[src/rtl/seg7_pkg.sv]
// Shared types and constant tables for the four-digit seven-segment scan driver.
// Segment patterns are active-high with bit 0 = a through bit 6 = g.
package seg7_pkg;

   typedef enum logic {
      BLANK = 1'b0,
      DRIVE = 1'b1
   } scan_state_t;

   localparam int NUM_DIGITS = 4;

   localparam logic [6:0] HEX_SEG_TABLE [16] = '{
      7'h3F, 7'h06, 7'h5B, 7'h4F,
      7'h66, 7'h6D, 7'h7D, 7'h07,
      7'h7F, 7'h6F, 7'h77, 7'h7C,
      7'h39, 7'h5E, 7'h79, 7'h71
   };

   localparam logic [3:0] DIGIT_EN_ONEHOT [NUM_DIGITS] = '{
      4'b0001, 4'b0010, 4'b0100, 4'b1000
   };

endpackage

[src/rtl/seg7_scan_driver_hex_to_7seg.sv]
// Combinational nibble to active-high seven-segment pattern (a in bit 0).
module hex_to_7seg
   import seg7_pkg::*;
(
   input  logic [3:0] i_nibble,
   output logic [6:0] o_seg
);

   assign o_seg = HEX_SEG_TABLE[i_nibble];

endmodule

[src/rtl/seg7_scan_driver.sv]
// Four-digit multiplexed seven-segment driver: double-buffered digit data,
// per-digit BLANK/DRIVE slots, registered outputs with selectable polarity.
module seg7_scan_driver
   import seg7_pkg::*;
#(
   parameter int CLK_HZ         = 50000000,
   parameter int REFRESH_HZ     = 1000,
   parameter int BLANK_CYCLES   = 64,
   parameter bit SEG_ACTIVE_LOW = 1'b1,
   parameter bit EN_ACTIVE_LOW  = 1'b1
)(
   input  logic        clk,
   input  logic        rst_n,
   input  logic        load,
   input  logic [15:0] digits_in,
   input  logic [3:0]  dp_in,
   input  logic [3:0]  blank_in,
   output logic [6:0]  seg,
   output logic        dp,
   output logic [3:0]  ds_en,
   output logic        frame_done
);

   // BLANK_CYCLES is expected to be at least 1 and below DIGIT_CYCLES.
   localparam int DIGIT_CYCLES = CLK_HZ / (REFRESH_HZ * NUM_DIGITS);
   localparam int CNT_W        = (DIGIT_CYCLES > 1) ? $clog2(DIGIT_CYCLES) : 1;

   localparam logic [CNT_W-1:0] CNT_LAST   = CNT_W'(DIGIT_CYCLES - 1);
   localparam logic [CNT_W-1:0] BLANK_LAST = CNT_W'(BLANK_CYCLES - 1);

   localparam logic [6:0] SEG_OFF = {7{SEG_ACTIVE_LOW}};
   localparam logic       DP_OFF  = SEG_ACTIVE_LOW;
   localparam logic [3:0] EN_OFF  = {4{EN_ACTIVE_LOW}};

   scan_state_t      r_state;
   scan_state_t      w_state_nxt;
   logic             w_idx_adv;
   logic [CNT_W-1:0] r_slot;
   logic [1:0]       r_idx;
   logic             w_frame_end;

   logic [15:0] r_shd_digits;
   logic [3:0]  r_shd_dp;
   logic [3:0]  r_shd_blank;
   logic [15:0] r_act_digits;
   logic [3:0]  r_act_dp;
   logic [3:0]  r_act_blank;

   logic [3:0] w_nibble;
   logic [6:0] w_seg_hex;
   logic       w_show;
   logic       w_lit;
   logic [6:0] w_seg_nxt;
   logic       w_dp_nxt;
   logic [3:0] w_en_nxt;

   logic [6:0] r_seg;
   logic       r_dp;
   logic [3:0] r_en;

   always_ff @(posedge clk or negedge rst_n) begin
      if (!rst_n) begin
         r_slot <= '0;
      end else if (r_slot == CNT_LAST) begin
         r_slot <= '0;
      end else begin
         r_slot <= r_slot + 1'b1;
      end
   end

   always_ff @(posedge clk or negedge rst_n) begin
      if (!rst_n) begin
         r_state <= BLANK;
         r_idx   <= 2'd0;
      end else begin
         r_state <= w_state_nxt;
         if (w_idx_adv) begin
            r_idx <= r_idx + 2'd1;
         end
      end
   end

   always_comb begin
      w_state_nxt = r_state;
      w_idx_adv   = 1'b0;
      case (r_state)
         BLANK: begin
            if (r_slot == BLANK_LAST) begin
               w_state_nxt = DRIVE;
            end
         end
         DRIVE: begin
            if (r_slot == CNT_LAST) begin
               w_state_nxt = BLANK;
               w_idx_adv   = 1'b1;
            end
         end
         default: w_state_nxt = BLANK;
      endcase
   end

   assign w_frame_end = (r_slot == CNT_LAST) && (r_idx == 2'd3);
   assign frame_done  = w_frame_end;

   always_ff @(posedge clk or negedge rst_n) begin
      if (!rst_n) begin
         r_shd_digits <= '0;
         r_shd_dp     <= '0;
         r_shd_blank  <= 4'b1111;
      end else if (load) begin
         r_shd_digits <= digits_in;
         r_shd_dp     <= dp_in;
         r_shd_blank  <= blank_in;
      end
   end

   // A load landing on the boundary cycle bypasses the shadow so it is not lost for a frame.
   always_ff @(posedge clk or negedge rst_n) begin
      if (!rst_n) begin
         r_act_digits <= '0;
         r_act_dp     <= '0;
         r_act_blank  <= 4'b1111;
      end else if (w_frame_end) begin
         r_act_digits <= load ? digits_in : r_shd_digits;
         r_act_dp     <= load ? dp_in     : r_shd_dp;
         r_act_blank  <= load ? blank_in  : r_shd_blank;
      end
   end

   assign w_nibble = r_act_digits[{r_idx, 2'b00} +: 4];

   hex_to_7seg u_hex_to_7seg (
      .i_nibble (w_nibble),
      .o_seg    (w_seg_hex)
   );

   // Blanked digits keep their enable so every slot has identical timing.
   assign w_show    = (r_state == DRIVE);
   assign w_lit     = w_show && !r_act_blank[r_idx];
   assign w_seg_nxt = w_lit ? w_seg_hex : 7'h00;
   assign w_dp_nxt  = w_lit && r_act_dp[r_idx];
   assign w_en_nxt  = w_show ? DIGIT_EN_ONEHOT[r_idx] : 4'b0000;

   always_ff @(posedge clk or negedge rst_n) begin
      if (!rst_n) begin
         r_seg <= SEG_OFF;
         r_dp  <= DP_OFF;
         r_en  <= EN_OFF;
      end else begin
         r_seg <= SEG_OFF ^ w_seg_nxt;
         r_dp  <= DP_OFF ^ w_dp_nxt;
         r_en  <= EN_OFF ^ w_en_nxt;
      end
   end

   assign seg   = r_seg;
   assign dp    = r_dp;
   assign ds_en = r_en;

endmodule

[config.mk]
export PLATFORM = sky130hd
export DESIGN_NAME = seg7_scan_driver
export DESIGN_NICKNAME = d
export VERILOG_FILES = /design/src/rtl/seg7_pkg.sv /design/src/rtl/seg7_scan_driver_hex_to_7seg.sv /design/src/rtl/seg7_scan_driver.sv
export SDC_FILE = /design/constraint.sdc
export NUM_CORES = 1
export LEC_CHECK = 0
export ABC_CLOCK_PERIOD_IN_PS = 2100
export CAP_MARGIN = 30
export CORE_MARGIN = 5
export CORE_UTILIZATION = 30
export CTS_BUF_LIST = sky130_fd_sc_hd__clkbuf_4 sky130_fd_sc_hd__clkbuf_8
export CTS_CLUSTER_SIZE = 16
export DETAILED_ROUTE_END_ITERATION = 12
export GPL_ROUTABILITY_DRIVEN = 0
export PLACE_DENSITY = 0.52
export REMOVE_ABC_BUFFERS = 1
export SLEW_MARGIN = 0
export SYNTH_ARGS = -nofsm -noshare
export SYNTH_HDL_FRONTEND = slang
export SYNTH_HIERARCHICAL = 1
export SYNTH_SLANG_ARGS = --single-unit
[constraint.sdc]
create_clock -name clk -period 2.1 [get_ports clk]
set_input_delay 0.315 -clock clk [delete_from_list [all_inputs] [get_ports clk]]
set_output_delay 0.315 -clock clk [all_outputs]
set_load 0.005 [all_outputs]
== After elaboration in Yosys (flattened, before gate mapping) ==
Memories as Yosys holds them, arrays and structs flattened.
Index checks and enable logic that the tools add are counted.
Widths: inputs -> output; s select.

* Input bits: 27
* Logic and storage cells: 52
* Memories kept: 1
* Output and inout bits: 13
* Memory bits (read-only): 112
* Register bits: 77

{| class="wikitable"
|+ Memory list
! memory !! words !! width !! read ports !! clocked after Yosys merged registers in !! write ports !! line !! text
|-
| (no name shown) || 16 || 7 || 1 || 0 || 0 || seg7_scan_driver_hex_to_7seg.sv:9 || <nowiki>assign o_seg = HEX_SEG_TABLE[i_nibble];</nowiki>
|}

* Equal/unequal tests: 3
* Order comparisons: 3
* Reductions and logical operators: 4
* Bitwise logic cells: 6
* Multiplexer cells: 20
* Add/subtract/negate cells: 2
* Shift-type cells: 1

{| class="wikitable"
|+ Operator list
! cell !! count
|-
| $mux 7 || 3
|-
| $mux 4 || 5
|-
| $mux 16 || 1
|-
| $shiftx 16x5->4 || 1
|-
| $add 14x1->14 const B || 1
|-
| $eq 14x14->1 const B || 1
|-
| $eq 14x6->1 const B || 1
|-
| $mux 14 || 1
|-
| $bmux 4 s2 || 1
|-
| $not 7->7 || 1
|-
| $mux 1 || 6
|-
| $ge 5x5->1 const B || 1
|-
| $not 4->5 || 1
|-
| $bmux 1 s2 || 2
|-
| $not 4->4 || 1
|-
| $ge 3x3->1 const B || 1
|-
| $logic_and 1x1->1 || 3
|-
| $lt 2x3->1 const B || 1
|-
| $not 2->3 || 1
|-
| $add 2x1->2 const B || 1
|-
| $eq 2x2->1 const B || 1
|-
| $not 1->1 || 2
|-
| $pmux 1 s2 || 1
|-
| $logic_not 1->1 || 1
|}

== Depth between registers and ports, before layout ==
* Depth in word-level cells: 7
* Depth in mapped cells: 7
* Gate-level depth less buffers: 6

== By module ==
The synthesis kept the hierarchy.

{| class="wikitable"
|+ By module, submodules not included
! module !! instances !! area each (um^2) !! cells an instance
|-
| seg7_scan_driver || 1 || 3291.9 || 216
|-
| hex_to_7seg || 1 || 290.3 || 33
|}

== Worst setup path after synthesis ==
Ideal clock, no wire load.

* Path kind: reg-to-reg
* From: register r_idx[0]
* To: register r_seg[3] (netlist: seg[3])
* Setup time: 0.061 ns
* Stages on the path, launching flop included: 8
* Clock period less this slack: 2.128 ns
* Data arrival time: 2.067 ns
* Path buffers: 1
* Slack: -0.028 ns
* Path through: dfrtp_1 > buf_2 > mux4_2 > inv_1 > ha_1 > inv_1 > mux4_1 > nand2_1

* Longest elaborated chain between the ends: 7
* Elaborated cells on any way between the ends: 11

{| class="wikitable"
|+ RTL lines
! element !! line !! text
|-
| start: declaration || seg7_scan_driver.sv:39 || <nowiki>logic [1:0] r_idx;</nowiki>
|-
| start signal: assignment || seg7_scan_driver.sv:78 || <nowiki>r_idx <= r_idx + 2'd1;</nowiki>
|-
| $shiftx 16x5->4 || seg7_scan_driver.sv:130 || <nowiki>assign w_nibble = r_act_digits[{r_idx, 2'b00} +: 4];</nowiki>
|-
| net w_nibble[1] || seg7_scan_driver.sv:49 || <nowiki>logic [3:0] w_nibble;</nowiki>
|-
| $not 4->5 (not written as such) || seg7_scan_driver_hex_to_7seg.sv:9 ||
|-
| $mem_v2 16x7 || -- ||
|-
| $mux 7 (not written as such) (2 in a row) || seg7_scan_driver_hex_to_7seg.sv:9 ||
|-
| net w_seg_hex[3] || seg7_scan_driver.sv:50 || <nowiki>logic [6:0] w_seg_hex;</nowiki>
|-
| $mux 7 || seg7_scan_driver.sv:140 || <nowiki>assign w_seg_nxt = w_lit ? w_seg_hex : 7'h00;</nowiki>
|-
| $not 7->7 (no source line) || -- ||
|-
| end signal: assignment || seg7_scan_driver.sv:150 || <nowiki>r_seg <= SEG_OFF ^ w_seg_nxt;</nowiki>
|-
| end: declaration || seg7_scan_driver.sv:57 || <nowiki>logic [6:0] r_seg;</nowiki>
|}

The timed path passes the listed nets, and every way through them passes these cells. The select of a mux whose other input is x is not followed.
A chain may end at the register's enable or synchronous reset.

== Final worst setup path ==
* From: register r_slot[9]
* To: output frame_done

* Longest elaborated chain between the ends: 2

{| class="wikitable"
|+ RTL lines
! element !! line !! text
|-
| start: declaration || seg7_scan_driver.sv:38 || <nowiki>logic [CNT_W-1:0] r_slot;</nowiki>
|-
| start signal: assignment || seg7_scan_driver.sv:67 || <nowiki>r_slot <= r_slot + 1'b1;</nowiki>
|-
| $eq 14x14->1 || seg7_scan_driver.sv:102 || <nowiki>assign w_frame_end = (r_slot == CNT_LAST) && (r_idx == 2'd3);</nowiki>
|-
| $logic_and 1x1->1 || seg7_scan_driver.sv:102 ||
|-
| end: declaration || seg7_scan_driver.sv:21 || <nowiki>output logic frame_done</nowiki>
|}

Every way passes these cells.

==> results.md <==
| Stage | Result | This run |
|---|---|---|
| outcome | Result of the run | complete, no violations |
| cells and area | Count of inserted antenna diode cells | 0 |
| global routing | Overall overflow remaining after global route | 0 |
| detailed routing | Vias per cell | 4.50 |
| worst setup path | Critical Path Fanout Max | 3 |
| logic synthesis | Post-Synthesis Cells | 249 |
| cts | TritonCTS clock tree | done |
| timing | Tightest slew margin relative to the limit | 65.0% |
| cells and area | Number of nets in the layout | 353 |
| logic synthesis | Flip-flop and latch count after synthesis | 77 |
| detailed routing | Remaining routing DRC violations | 0 |
| timing | Final setup violation count | 0 |
| pwr | Sw Share | 20.5% |
| pwr | Net switching power figure | 611 uW |
| logic synthesis | Count of flip-flops with a built-in enable after synthesis | 0 |
| worst setup path | Class of the most critical setup path | register to primary output |
| die | Die width | 119 um |
| worst setup path | Arrival time at the worst endpoint | 1690 ps |
| logic synthesis | Synthesis warning total | 6 |
| global routing | Global-route met3 utilization | 3.56% |
| pwr | Clock network fraction of total power | 42.5% |
| logic synthesis | Most frequently used flop master after synthesis | dfrtp_1 |
| logic synthesis | Fraction of registers with async set/reset | 100% |
| global routing | Met2 demand-to-capacity share in global routing | 17.4% |
| die | Top-level port count | 40 |
| timing | Hold Vio Cnt, Final | 0 |
| die | Die footprint | 0.0142 sq mm |
| place | Buffers added on ports | 39 |
| cts | TritonCTS Buffers | 9 |
| pwr | Total power per unit cell area | 663 mW/mm^2 |
| place | Instance count after placement with tap cells included | 443 |
| die | Core area | 0.0119 sq mm |
| cts | Clk root buf | clkbuf_8 |
| logic synthesis | Share of synthesized area occupied by flip-flops and latches | 54.5% |
| global routing | Antenna violations before repair | 0 |
| pwr | Maximum vdd ir drop | 393 uV |
| worst setup path | CP Data Required Time | 1780 ps |
| logic synthesis | Count of unique library cells instantiated by Yosys | 42 |
| detailed routing | Wire length per cell after detailed routing | 15.2 um |
| job | Max_cap viols | 0 |
| logic synthesis | Post-synthesis area per instance | 14.4 sq um |
| detailed routing | Detail Route Antenna Nets | 0 |
| die | Effective utilization at floorplan | 30.2% |
| cells and area | Most common cell after layout, fill and taps aside | dfrtp_1 |
| cells and area | Final Instance Count excl. Fillers | 465 |
| worst setup path | Category of the worst setup path launch point | register |
| pwr | Total power after layout | 2980 uW |
| worst setup path | CP cell instances | nor4_4 -> and3_1 -> and3_4 -> dlygate4sd2_1 |
| worst setup path | Cell with the biggest individual delay on the critical path | dfrtp_1 |
| cells and area | Utilization after layout | 37.9% |
| cts | Clock slew seen by the registers of the worst setup and hold paths | 80 ps |
| pwr | Leakage dissipation | 0.00193 uW |
| global routing | Global-route usage over all layers | 10.8% |
| timing | Actual transition at the worst max-transition pin | 524 ps |
| cells and area | Layout cells sized above 1 | 39.9% |
| cts | Number of clock sinks seen by CTS | 77 |
| cts | Clock latency reported for the late side of the worst-skew pair | 350 ps |
| global routing | First-pass GRT wire length | 12.0 mm |
| detailed routing | Count of TritonRoute iterations in the first routing pass | 4 |
| die | Cell row count | 40 |
| timing | Post-route clock period utilization | 95.6% |
| cells and area | Relative area change from synthesis to final layout | 25.6% |
| die | Die span in y | 119 um |
| timing | Fmax | 498 MHz |
| logic synthesis | Cell Area, Synth | 0.00358 sq mm |
| place | HPWL after DPL | 5.06 mm |
| detailed routing | Drt total wl | 7.07 mm |
| timing | Min Clock Period, post-route | 2010 ps |
| pwr | Seq pwr share | 51.8% |
| detailed routing | Violation count after the first detailed-route iteration | 64 |
| global routing | Fraction of met1 tracks used by global routing | 13.5% |
| worst hold path | Classification of the worst-slack hold path | primary input to asynchronous set/reset pin |
| detailed routing | Vias post-DR | 2,091 |
| global routing | Number of global-route vias before repair | 2,318 |
| global routing | Global route hottest layer | met2 |
| cells and area | Top library cells by usage in the layout, fill and taps aside | dfrtp_1 (56), clkdlybuf4s50_1 (37), mux2_2 (32) |
| global routing | Largest net degree at the start of global routing | 41 |
| pwr | Comb pwr share | 5.7% |
| pwr | Internal power summed over all cells | 2370 uW |
| cts | Clock Path Buffers | 2 |
| timing | Final count of pins violating max slew | 0 |
| worst setup path | Peak per-stage delay on the critical path | 410 ps |
| timing | RSZ-0062 raised after global routing | no |
| worst setup path | Category of the worst setup path capture point | primary output |
| cts | CTS H-tree lvls | 3 |
| timing | Setup Skew | 9.08 ps |
-- registers in the layout, indices dropped and copies added (netlist names) --
name / cells
dp: 1
ds_en: 4
r_act_blank: 4
r_act_digits: 16
r_act_dp: 4
r_idx: 2
r_shd_blank: 4
r_shd_digits: 16
r_shd_dp: 4
r_slot: 14
r_state: 1
seg: 7
-- cells in the mapped netlist (2+ instances only) --
master,count,area share (%)
inv_1,8,0.84
clkbuf_1,2,0.21
nor2_1,9,0.94
mux2i_1,2,0.56
nor3_1,4,0.56
buf_2,2,0.28
xor2_1,6,1.5
nand4_1,3,0.52
nor2b_1,2,0.35
xnor2_1,6,1.5
dfrtp_1,57,40
ha_1,13,4.5
nand2_1,17,1.8
and3_1,4,0.70
a21oi_1,4,0.56
buf_6,3,0.94
mux4_2,6,3.8
mux2_4,20,8.4
dfstp_2,20,15
nand3_1,5,0.70
mux2_2,32,10
and4_1,3,0.73
buf_12,2,1.1
-- worst max-delay path, delay by kind of cell (launching register included) --
kind                   cells  cell delay [ps]
flip-flops                 1              410
buffers and inverters      1              230
AND/OR/NAND/NOR            3              700
-- routing by layer --
metal / vias up / routed length [um]
met1: 1045 / 3300
li1: 1002 / -
met2: 35 / 3360
met4: 0 / 134
met3: 9 / 285
met5: - / 0
-- logic make-up after synthesis --
group                      Yosys count  share of synthesized area [%]
DFF                                 77                           54.5
muxes                               61                           23.5
and+or+nand+nor                     58                           8.87
buffers and inverters               19                           3.98
adders and majority gates           13                           4.54
xor gates and xnor gates            12                           2.93
AOI/OAI and AO/OA                    9                           1.68
-- final cells by class --
cell class	instances	area (sq um)
fillers	1155	7360
well taps	147	184
clock buffers	12	159
multi-input cells	153	1500
clock inverters	4	70.1
flip-flops and latches	77	1950
repair buffers	64	602
inverters	8	30.0
-- worst paths after layout --
| path | start | end | slack [ps] | cells after the start |
|---|---|---|---|---|
| worst max-delay path | r_slot[9] | frame_done | 90 | 4 |
| worst min-delay path | rst_n | r_act_digits[2] | 490 | 2 |
| worst max register to register | r_idx[0] | seg[3] | 110 | 5 |
| worst min register to register | r_shd_digits[7] | r_shd_digits[7] | 500 | 1 |
| max in group asynchronous | rst_n | dp | 970 | 3 |
| min in group clk | r_shd_digits[7] | r_shd_digits[7] | 500 | 1 |
-- stage by stage --
stage | TNS (ps) | setup slack [ps] | instance area (sq um) | hold slack, ps
5_1_grt | 0 | 1.81 | 4500 | 515
6_report | 0 | 93.0 | 4500 | 491
4_1_cts | 0 | 45.2 | 4500 | 490
2_1_floorplan | -6510 | -324 | 3470 | 19.4
3_5_place_dp | 0 | 56.6 | 4210 | 336
3_3_place_gp | 0 | 84.2 | 4210 | 324
-- power by group through the flow --
| stage | Sequential [uW] | Combinational, uW | Clock [uW] |
|---|---|---|---|
| 4_1_cts | 1540 | 177 | 1320 |
| 3_3_place_gp | 1570 | 170 | 0 |
| 5_1_grt | 1550 | 190 | 1380 |
| 6_report | 1540 | 170 | 1270 |
| 2_1_floorplan | 1570 | 59.6 | 0 |
| 3_5_place_dp | 1570 | 175 | 0 |
-- what timing repair did --
| action | in CTS | in global routing |
|---|---|---|
| buffers inserted | 5 | 0 |
| resized for setup | 3 | 1 |
| pin swaps | 2 | 0 |
| endpoints found under the setup margin | 1 | 2 |
| hold buffers | 1 | 0 |
| endpoints found under the hold margin | 26 | 0 |
Power figures use the tool's default switching activity.
